### src/rtl/msk_fifo_pkg.sv
// ---------------------------------------------------------------------------
// msk_fifo_pkg
// Shared definitions for the masked-share FIFO slice.
//   ptr_width   : width of the public read/write pointers, max(1, clog2(DEPTH))
//   level_width : width of the public fill level, clog2(DEPTH+1)
//   rnd_width   : width of the refresh randomness bus; a d=1 build keeps a
//                 one-bit bus that is never read
//   share_idx   : flat bit position of share j of bit i (j*count+i)
//   fifo_op_e   : handshake outcome of one cycle, {write, read}
// Optional build macro: MSK_FIFO_REFRESH_EN (share refresh on write).
// ---------------------------------------------------------------------------
package msk_fifo_pkg;

    typedef enum logic [1:0] {
        OP_IDLE  = 2'b00,
        OP_READ  = 2'b01,
        OP_WRITE = 2'b10,
        OP_BOTH  = 2'b11
    } fifo_op_e;

    function automatic int ptr_width(input int depth);
        return (depth > 1) ? $clog2(depth) : 1;
    endfunction

    function automatic int level_width(input int depth);
        return $clog2(depth + 1);
    endfunction

    function automatic int rnd_width(input int d, input int count);
        return (d > 1) ? count * (d - 1) : 1;
    endfunction

    function automatic int share_idx(input int j, input int i, input int count);
        return j * count + i;
    endfunction

endpackage

### src/rtl/msk_share_fifo_if.sv
// ---------------------------------------------------------------------------
// msk_share_fifo_if
// Bundles both handshake sides of the masked-share FIFO plus its public level.
//   in_valid / in_ready / in    : producer side, in is count*d bits,
//                                 bit j*count+i = share j of bit i
//   out_valid / out_ready / out : consumer side, same layout as in
//   level                       : number of stored entries
//   rnd                         : fresh randomness (MSK_FIFO_REFRESH_EN only)
// Modports:
//   slave  : the FIFO itself
//   master : the environment (producer + consumer)
// Optional build macro: MSK_FIFO_REFRESH_EN adds rnd.
// ---------------------------------------------------------------------------
interface msk_share_fifo_if
    import msk_fifo_pkg::*;
#(
    parameter int d     = 2,
    parameter int count = 1,
    parameter int DEPTH = 4
);

    localparam int W  = count * d;
    localparam int LW = level_width(DEPTH);
    localparam int RW = rnd_width(d, count);

    logic          in_valid;
    logic          in_ready;
    logic [W-1:0]  in;
    logic          out_valid;
    logic          out_ready;
    logic [W-1:0]  out;
    logic [LW-1:0] level;
`ifdef MSK_FIFO_REFRESH_EN
    logic [RW-1:0] rnd;

    modport slave (
        input  in_valid, in, out_ready, rnd,
        output in_ready, out_valid, out, level
    );

    modport master (
        output in_valid, in, out_ready, rnd,
        input  in_ready, out_valid, out, level
    );
`else
    modport slave (
        input  in_valid, in, out_ready,
        output in_ready, out_valid, out, level
    );

    modport master (
        output in_valid, in, out_ready,
        input  in_ready, out_valid, out, level
    );
`endif

endinterface

### src/rtl/msk_reg_en.sv
// ---------------------------------------------------------------------------
// msk_reg_en
// One FIFO entry: a WIDTH-bit share register with write enable.
// The register carries keep/preserve attributes so synthesis can neither
// merge nor re-time bits belonging to different shares. It has no reset:
// contents are don't-care until first written.
//   clk     : clock
//   en      : load data_in on this edge
//   data_in : sharing to store
//   data_q  : stored sharing
// ---------------------------------------------------------------------------
module msk_reg_en
    import msk_fifo_pkg::*;
#(
    parameter int WIDTH = 8
) (
    input  logic             clk,
    input  logic             en,
    input  logic [WIDTH-1:0] data_in,
    output logic [WIDTH-1:0] data_q
);

    (* keep = "true", preserve = "true" *) logic [WIDTH-1:0] share_r;

    // Entry storage: load on enable, otherwise hold.
    always_ff @(posedge clk) begin
        if (en) begin
            share_r <= data_in;
        end else begin
            share_r <= share_r;
        end
    end

    assign data_q = share_r;

endmodule

### src/rtl/msk_share_fifo.sv
// ---------------------------------------------------------------------------
// msk_share_fifo
// Elastic valid/ready buffer for masked sharings. Shares are stored and
// selected by the public read pointer only; they are never combined, except
// by the optional refresh applied on the write path. Minimum latency is one
// cycle (no bypass), the same as a plain share register.
//   clk  : clock
//   rst  : synchronous active-high reset
//   fifo : msk_share_fifo_if.slave -- in_valid/in_ready/in,
//          out_valid/out_ready/out, level, and rnd when refresh is built
// Parameters: d (shares per bit), count (bits per entry), DEPTH (entries,
// any value >= 1).
// Optional build macro: MSK_FIFO_REFRESH_EN re-masks every sharing with rnd
// as it is written; without it the sharing is stored verbatim.
// ---------------------------------------------------------------------------
module msk_share_fifo
    import msk_fifo_pkg::*;
#(
    parameter int d     = 2,
    parameter int count = 1,
    parameter int DEPTH = 4
) (
    input  logic             clk,
    input  logic             rst,
    msk_share_fifo_if.slave  fifo
);

    localparam int W  = count * d;
    localparam int PW = ptr_width(DEPTH);
    localparam int LW = level_width(DEPTH);

    localparam logic [PW-1:0] PTR_LAST  = PW'(DEPTH - 1);
    localparam logic [PW-1:0] PTR_ZERO  = {PW{1'b0}};
    localparam logic [LW-1:0] LVL_FULL  = LW'(DEPTH);
    localparam logic [LW-1:0] LVL_ZERO  = {LW{1'b0}};
    localparam logic [LW-1:0] LVL_ONE   = LW'(1);

    // Pointer / level state
    logic [PW-1:0] wr_ptr_r;
    logic [PW-1:0] rd_ptr_r;
    logic [LW-1:0] level_r;
    logic          in_ready_r;
    logic          out_valid_r;

    // Next-state and handshake decode
    logic          wr_s;
    logic          rd_s;
    fifo_op_e      op_s;
    logic [PW-1:0] wr_ptr_nxt_s;
    logic [PW-1:0] rd_ptr_nxt_s;
    logic [LW-1:0] level_nxt_s;

    // Write data path and storage
    logic [W-1:0]       store_s;
    logic [DEPTH-1:0]   wr_en_s;
    logic [W-1:0]       storage_s [DEPTH];

    // Handshakes only look at registered flags, so in_ready never depends
    // on out_ready and there is no combinational path through the FIFO.
    assign wr_s = fifo.in_valid  & in_ready_r;
    assign rd_s = out_valid_r    & fifo.out_ready;

`ifdef MSK_FIFO_REFRESH_EN
    logic [count-1:0] mask_acc_s;

    // Refresh: re-mask shares 0..d-2 with rnd and fold the XOR of the same
    // rnd bits into share d-1, so the unshared value is preserved. This is
    // the only place where bits of different share indices meet.
    always_comb begin
        store_s    = fifo.in;
        mask_acc_s = {count{1'b0}};
        for (int i = 0; i < count; i++) begin
            for (int j = 0; j < d - 1; j++) begin
                store_s[share_idx(j, i, count)] =
                    fifo.in[share_idx(j, i, count)] ^ fifo.rnd[share_idx(j, i, count)];
                mask_acc_s[i] = mask_acc_s[i] ^ fifo.rnd[share_idx(j, i, count)];
            end
            store_s[share_idx(d - 1, i, count)] =
                fifo.in[share_idx(d - 1, i, count)] ^ mask_acc_s[i];
        end
    end
`else
    // Plain build: the sharing is stored exactly as presented.
    always_comb begin
        store_s = fifo.in;
    end
`endif

    // Level and pointer next-state from the cycle's handshake outcome.
    always_comb begin
        op_s         = fifo_op_e'({wr_s, rd_s});
        level_nxt_s  = level_r;
        wr_ptr_nxt_s = wr_ptr_r;
        rd_ptr_nxt_s = rd_ptr_r;

        case (op_s)
            OP_WRITE: level_nxt_s = level_r + LVL_ONE;
            OP_READ:  level_nxt_s = level_r - LVL_ONE;
            OP_BOTH:  level_nxt_s = level_r;
            OP_IDLE:  level_nxt_s = level_r;
            default:  level_nxt_s = level_r;
        endcase

        // Pointers wrap explicitly so non-power-of-two depths work.
        if (wr_s) begin
            wr_ptr_nxt_s = (wr_ptr_r == PTR_LAST) ? PTR_ZERO : wr_ptr_r + PW'(1);
        end else begin
            wr_ptr_nxt_s = wr_ptr_r;
        end

        if (rd_s) begin
            rd_ptr_nxt_s = (rd_ptr_r == PTR_LAST) ? PTR_ZERO : rd_ptr_r + PW'(1);
        end else begin
            rd_ptr_nxt_s = rd_ptr_r;
        end
    end

    // Control state; in_ready/out_valid are registered copies of the
    // full/empty decode of the next level.
    always_ff @(posedge clk) begin
        if (rst) begin
            wr_ptr_r    <= PTR_ZERO;
            rd_ptr_r    <= PTR_ZERO;
            level_r     <= LVL_ZERO;
            in_ready_r  <= 1'b1;
            out_valid_r <= 1'b0;
        end else begin
            wr_ptr_r    <= wr_ptr_nxt_s;
            rd_ptr_r    <= rd_ptr_nxt_s;
            level_r     <= level_nxt_s;
            in_ready_r  <= (level_nxt_s != LVL_FULL);
            out_valid_r <= (level_nxt_s != LVL_ZERO);
        end
    end

    // One share register per entry, enabled only at the write pointer.
    for (genvar k = 0; k < DEPTH; k++) begin : g_entry
        assign wr_en_s[k] = wr_s & (wr_ptr_r == PW'(k));

        msk_reg_en #(
            .WIDTH (W)
        ) u_share_reg (
            .clk     (clk),
            .en      (wr_en_s[k]),
            .data_in (store_s),
            .data_q  (storage_s[k])
        );
    end

    // Selection uses the public read pointer only; out is not gated by
    // out_valid and is stale when the FIFO is empty.
    assign fifo.out       = storage_s[rd_ptr_r];
    assign fifo.in_ready  = in_ready_r;
    assign fifo.out_valid = out_valid_r;
    assign fifo.level     = level_r;

endmodule
### src/flat_wrapper.sv
// flat-port wrapper written by rule: the top's interface ports become plain ports
module msk_share_fifo_flat import msk_fifo_pkg::*;
#(
    parameter int d     = 2,
    parameter int count = 1,
    parameter int DEPTH = 4
)
  (clk, rst, fifo_in_valid, fifo_in, fifo_out_ready, fifo_in_ready, fifo_out_valid, fifo_out, fifo_level);
  msk_share_fifo_if #(.d(d), .count(count), .DEPTH(DEPTH)) fifo_i ();
  input  logic clk;
  input  logic rst;
  input wire logic [$bits(fifo_i.in_valid)-1:0] fifo_in_valid;
  input wire logic [$bits(fifo_i.in)-1:0] fifo_in;
  input wire logic [$bits(fifo_i.out_ready)-1:0] fifo_out_ready;
  output wire logic [$bits(fifo_i.in_ready)-1:0] fifo_in_ready;
  output wire logic [$bits(fifo_i.out_valid)-1:0] fifo_out_valid;
  output wire logic [$bits(fifo_i.out)-1:0] fifo_out;
  output wire logic [$bits(fifo_i.level)-1:0] fifo_level;
  assign fifo_i.in_valid = fifo_in_valid;
  assign fifo_i.in = fifo_in;
  assign fifo_i.out_ready = fifo_out_ready;
  assign fifo_in_ready = fifo_i.in_ready;
  assign fifo_out_valid = fifo_i.out_valid;
  assign fifo_out = fifo_i.out;
  assign fifo_level = fifo_i.level;
  msk_share_fifo #(.d(d), .count(count), .DEPTH(DEPTH)) u_core (.clk(clk), .rst(rst), .fifo(fifo_i));
endmodule
### config.mk
export PLATFORM = sky130hd
export DESIGN_NAME = msk_share_fifo_flat
export DESIGN_NICKNAME = d
export VERILOG_FILES = /design/src/rtl/msk_fifo_pkg.sv /design/src/rtl/msk_share_fifo_if.sv /design/src/rtl/msk_reg_en.sv /design/src/rtl/msk_share_fifo.sv /design/src/flat_wrapper.sv
export SDC_FILE = /design/constraint.sdc
export NUM_CORES = 1
export LEC_CHECK = 0
export CAP_MARGIN = 20
export CORE_ASPECT_RATIO = 1.1
export CORE_MARGIN = 5
export CORE_UTILIZATION = 35
export DETAILED_ROUTE_END_ITERATION = 8
export PLACE_DENSITY = 0.64
export SYNTH_ARGS = -nofsm -noshare
export SYNTH_HDL_FRONTEND = slang
export SYNTH_SLANG_ARGS = --single-unit
### constraint.sdc
create_clock -name clk -period 5.98 [get_ports clk]
set_clock_uncertainty 0.1 [all_clocks]
set_input_delay 0.598 -clock clk [delete_from_list [all_inputs] [get_ports clk]]
set_output_delay 0.598 -clock clk [all_outputs]
set_load 0.01 [all_outputs]
Word-level counts from Yosys, hierarchy flattened --
Cells that the tools add are included.
Cells by class: $lt $le $gt $ge 1, equal/unequal tests 8, bitwise gates (word level) 7, reductions and logical operators 4, muxes and demuxes 6, $add $sub $neg 4
Operators by type and width (number):
- $eq 2x2->1 const B | 5
- $pmux 3 s3 | 1
- $mux 2 | 4
- $and 1x1->1 | 6
- $add 2x1->2 const B | 2
- $bmux 2 s2 | 1
- $eq 2x1->1 const B | 2
- $logic_not 2->1 | 2
- $add 3x1->3 const B | 1
- $ge 3x3->1 const B | 1
- $ne 3x3->1 const B | 1
- $not 2->3 | 1
- $reduce_bool 3->1 | 1
- $sub 3x1->3 const B | 1
- $reduce_or 2->1 | 1
Word-level totals: input bits 6, bits in registers 17, output and inout bits 7, logic and storage cells 39

Longest topological paths before layout --
word-level depth 5, gate-level depth with buffers 7, depth with buffers taken out 7

Cells and area by module --
A second synthesis with hierarchy kept.
Unflattened totals: cells, all modules 72, area, all modules 843.3 µm²
By module, submodules not included:
- msk_share_fifo | instances 1, area each 543.0 µm², seq. area each 180.2 µm², cells each 56
- msk_reg_en | instances 4, area each 75.1 µm², seq. area each 60.1 µm², cells each 4

Worst setup path before layout --
OpenSTA, ideal clock, no wires.
kind input to register, from input port fifo_out_ready, to register u_core.in_ready_r, in the netlist u_core.fifo.in_ready, stages 7, slack 3.671 ns, data arrival time 2.089 ns, buffers on the path 0, library setup time 0.120 ns, cell sequence nand2_1 inv_1 ha_1 fa_1 xnor2_1 or3_1 a211o_1
Between the ends: longest elaborated chain between the ends 5
RTL lines:
- start: declaration | line flat_wrapper.sv:14 | input wire logic [$bits(fifo_i.out_ready)-1:0] fifo_out_ready;
- $and 1x1->1 * | line msk_share_fifo.sv:61 | assign rd_s = out_valid_r & fifo.out_ready;
- via u_core.rd_s | line msk_share_fifo.sv:47 | logic rd_s;
- $eq 2x2->1 / $logic_not 2->1 (equally long branches) | line msk_share_fifo.sv:96 | case (op_s)
- $reduce_or 2->1 (no source line)
- $pmux 3 s3 * | line msk_share_fifo.sv:96
- $ne 3x3->1 * | line msk_share_fifo.sv:131 | in_ready_r <= (level_nxt_s != LVL_FULL);
- end signal: assignment | line msk_share_fifo.sv:131
- end: declaration | line msk_share_fifo.sv:42 | logic in_ready_r;
The timed path passes the listed nets; every way through them passes the cells marked *. A chain may end at the register's enable or synchronous reset.

Worst setup path after layout --
from input port fifo_in_valid, to register u_core.in_ready_r, in the netlist u_core.fifo.in_ready
Between the ends: longest elaborated chain between the ends 5
RTL lines:
- start: declaration | line flat_wrapper.sv:12 | input wire logic [$bits(fifo_i.in_valid)-1:0] fifo_in_valid;
- $and 1x1->1 * | line msk_share_fifo.sv:60 | assign wr_s = fifo.in_valid & in_ready_r;
- $eq 2x2->1 / $logic_not 2->1 (equally long branches) | line msk_share_fifo.sv:96
- $reduce_or 2->1 (no source line)
- $pmux 3 s3 * | line msk_share_fifo.sv:96
- $ne 3x3->1 * | line msk_share_fifo.sv:131
Mark *: on every way between the ends. The rest lies on a longest branch, timed or not.

==> impl_summary.md <==
Setup path
The cell with the largest stage delay on the worst path is sky130_fd_sc_hd__clkdlybuf4s50_1. The number of buffers and inverters on the critical path is 1. The critical path goes through clkdlybuf4s50_1 > nand2_1 > ha_1 > fa_1 > xnor2_1 > or3_1 > a211o_1. For the worst flop-to-flop path, the logic depth is 6. In this run the worst setup path begins at fifo_in_valid. The critical path capture point type is a register. The endpoint arrival time on the critical path is about 2.7 ns. The critical path class is in -> reg. The required time of the worst setup path is 6.05 ns. The startpoint identified for the worst register-to-register timing path is u_core.fifo.in_ready.

For flop-to-flop paths, the worst setup slack is between 3 and 4 ns. The endpoint identified for the worst register-to-register timing path is u_core.fifo.in_ready. STA classifies the critical path startpoint as an input port. On the worst path, the slowest cell contributes a delay of 0.54 ns. Of all nets on the critical path, the largest fanout is 6.

The family of cells with the greatest summed delay on the critical path is adder cells.

Global route
Entering global routing, the biggest net connects 11 pins. The total congestion overflow after global routing is 0. The met1 usage in global routing is 0.111. The met3 global-route usage is 0.0327. The via count of the first global-routing pass was 511.

The initial antenna violation count is 0. The global routing stage identified its most utilized layer as met2. Across every metal layer, demand over resource in global routing totals 0.0872.

In the global route stage, met2 resource usage came out at 0.139. The global-route wire length before repair is 2.08 mm.

Pwr
The post-route total power is around 0.00030 W. The analysis attributes to net switching a power of about 0.000089 W. The worst-case IR drop observed on VDD is 0.000175 V.

Power spread over the standard cell area amounts to 319 nW/um2. The share of total power dissipated in the clock network is 0.186. Summed over all cells, the static leakage comes to ~0.38 nW. Of the total power, the share spent switching nets is 0.294. Of the total power, registers draw 0.508.

The internal power summed over all cells is 0.000215 W. The share of total power dissipated in combinational logic is 0.306.

Min path
The worst min-delay path startpoint is u_core.fifo.out_valid. The class of the most critical hold timing path is reg -> reg. The end point of the most critical hold path is u_core.rd_ptr_r[1]. Along the worst hold path, the cell count comes to 2.

Clock tree
TritonCTS built the clock tree. The clock slew seen by the registers of the worst setup and hold paths is approximately 0.09 ns. The number of instances resized during post-cts repair is 0. Clock tree synthesis found a total of 17 sinks. The setup fix buffers added after clock tree synthesis is 0. The insertion delay to the later sink of the worst-skew pair is between 0.2 and 0.3 ns. The number of clock buffers added by TritonCTS is 3. The buffer type at the clock tree root is sky130_fd_sc_hd__clkbuf_4. In this run the number of H-tree levels came out at 1.

The quantity of hold-fixing buffers added after cts is 0. The number of buffers between clock root and the deepest sink is 2.

Run
The total of max-cap violations is 0.

Timing
Setup repair after global routing left no endpoint under its margin. At the pin with the least slew margin, the transition time is 0.309 ns. The setup-violating endpoint count in the final report is 0. The fraction of the cycle the final worst path needs is 0.435. The max-slew headroom at the worst pin is 0.793.

The number of hold violations in the final report is 0. The count of final max-slew check failures is 0. The maximum achievable frequency is roughly 380 MHz. The setup total negative slack is 0 ns.

The time the worst path needs with I/O delays and setup is roughly 2.6 ns.

Synth
Counting every instance in the synthesized netlist gives 64. In this run the cell area of the synthesized design comes to 783 um2. Counting flops with an async set or reset pin after synthesis yields a share of 0. In the post-synthesis netlist, the biggest area contributors are sky130_fd_sc_hd__edfxtp_1, sky130_fd_sc_hd__dfxtp_1, sky130_fd_sc_hd__ha_1. The share of synthesized area in the top cell type comes to 0.307. Synthesis instantiated 22 different standard cells from the library. The most used flip-flop cell after synthesis is sky130_fd_sc_hd__dfxtp_1. The most common cell in the synthesized netlist is sky130_fd_sc_hd__dfxtp_1. The total of warnings raised by yosys is 0. The synthesized design spends more area on one cell type than any other, namely sky130_fd_sc_hd__edfxtp_1. The number of enable-type register cells in the synthesized netlist is 8. The average footprint of a synthesized cell is ~12 um2. The share of the yosys chip area belonging to registers is 0.537.

The number of register bits inferred by synthesis is 17. In the synthesized netlist, the cells that appear most often are sky130_fd_sc_hd__dfxtp_1, sky130_fd_sc_hd__edfxtp_1, sky130_fd_sc_hd__nor2_1, sky130_fd_sc_hd__ha_1. The number of nets in the synthesized netlist is 77.

Layout
The fraction of final layout cells with drive strength greater than 1 is 0.0769. The final layout contains 92 nets. Compared with the post-synthesis result, the final layout area differs by 21.6%.

The number of fill cells is between 200 and 250. The number of diodes is 0. Once layout is done, the placed cells without fillers occupy around 950 um2.

Routing
The final route contains between 400 and 500 vias. The post-detailed-route wirelength per cell is 10.5 um. Using the TritonRoute via totals, the vias-per-cell ratio works out to ~4.5. Wires add up to 1.14 mm. Once detail routing completed, the nets flagged for antenna violations numbered 0. The first routing iteration left 4 violations.

The first TritonRoute pass finished after 2 iterations. The number of remaining DRC errors is 0.

Floorplan
For this configuration, the core starts out at a cell density of 0.359. The count of standard-cell rows is 18. The area of the core is approximately 2200 um2. Measured along the y axis, the die boundary spans ~60 um. The full die area is 3290 um2. For this design the top-level I/O count stands at 13.

From left edge to right edge, the die measures 55.1 um.

Place
The placer congestion estimate is 0.714. The quantity of I/O buffers inserted on ports is 12. Once placement finished, the instance area stood at 925 um2. The HPWL after detailed placement is ~930 um.

Outcome
The flow ran to the end, and the final reports show no timing, DRC or antenna violations.
==> worst max path at each step <==
stage                           endpoint  slack [ns]  depth (start not counted)
finish              u_core.fifo.in_ready        3.38                          7
global route        u_core.fifo.in_ready        3.25                          7
CTS                 u_core.fifo.in_ready        3.38                          7
detailed placement  u_core.fifo.in_ready        3.08                          7
global placement    u_core.fifo.in_ready        3.11                          7
floorplan           u_core.fifo.in_ready        3.67                          7
==> sequential cells by signal, indices dropped and copies added (netlist names) <==
name,cells
u_core.rd_ptr_r,2
u_core.wr_ptr_r,2
u_core.fifo.level,3
u_core.fifo.out_valid,1
u_core.fifo.in_ready,1
u_core.g_entry.u_share_reg.data_q,8
==> power by group through the flow <==
| stage | logic (W) | clock network, W | registers, W |
|---|---|---|---|
| 2_1_floorplan | 0.0000577 | 0 | 0.000158 |
| 3_3_place_gp | 0.0000934 | 0 | 0.000156 |
| 3_5_place_dp | 0.0000941 | 0 | 0.000157 |
| 4_1_cts | 0.0000945 | 0.0000588 | 0.000155 |
| 5_1_grt | 0.000106 | 0.0000636 | 0.000158 |
| 6_report | 0.0000932 | 0.0000564 | 0.000154 |
==> tightest hold or removal path, cell delays in order (launching register included) <==
cell and delay, ns:
sky130_fd_sc_hd__dfxtp_1 0.34, sky130_fd_sc_hd__nand3_1 0.08, sky130_fd_sc_hd__a21oi_1 0.05
==> layer usage <==
metal,up-vias,routed length [um]
met3,2,47
met2,7,541
met1,227,534
met4,0,12
li1,255,-
met5,-,0
==> cells by family (layout without fill, tap and decap cells) <==
kind of cell / after synthesis / after routing / share of synthesized area
flops: 17 / 17 / 0.537
fa+ha+maj: 7 / 7 / 0.121
mux: 5 / 5 / 0.0958
buf+inv: 5 / 19 / 0.0351
xor+xnor: 3 / 3 / 0.0336
compound gates: 7 / 7 / 0.0543
simple gates: 20 / 20 / 0.123
==> layout make-up <==
cell class,count,area (um2),area share
flip-flops and latches,17,420,0.442
multi-input cells,42,335,0.352
repair buffers,12,120,0.126
well taps,30,37.5,0.0394
clock buffers,3,22.5,0.0237
inverters,3,11.3,0.0118
clock inverters,1,5.00,0.00526
==> cells in the final DEF, fill, tap and decap left out <==
cell type,instances
sky130_fd_sc_hd__clkdlybuf4s50_1,12
sky130_fd_sc_hd__dfxtp_1,9
sky130_fd_sc_hd__edfxtp_1,8
sky130_fd_sc_hd__nor2_1,7
sky130_fd_sc_hd__ha_1,6
sky130_fd_sc_hd__nand2_1,4
sky130_fd_sc_hd__and3_1,4
sky130_fd_sc_hd__a21oi_1,4
sky130_fd_sc_hd__inv_1,3
sky130_fd_sc_hd__mux2i_1,3
sky130_fd_sc_hd__clkbuf_4,3
sky130_fd_sc_hd__mux4_2,2
sky130_fd_sc_hd__xor2_1,2
sky130_fd_sc_hd__nand3_1,2
sky130_fd_sc_hd__nor2b_1,1
sky130_fd_sc_hd__nor3b_1,1
sky130_fd_sc_hd__xnor2_1,1
sky130_fd_sc_hd__a221oi_1,1
sky130_fd_sc_hd__o21ai_0,1
sky130_fd_sc_hd__or3_1,1
sky130_fd_sc_hd__a211o_1,1
sky130_fd_sc_hd__fa_1,1
sky130_fd_sc_hd__clkinv_2,1
==> through the flow <==
step	instances	worst slack, ns	util	hold WS (ns)
2_1_floorplan	64	3.67	-	0.369
3_3_place_gp	104	3.11	0.423	0.385
3_5_place_dp	104	3.08	0.423	0.396
4_1_cts	108	3.38	0.436	0.412
5_1_grt	108	3.25	0.436	0.428
6_report	108	3.38	0.436	0.413
Power figures use the tool's default switching activity.
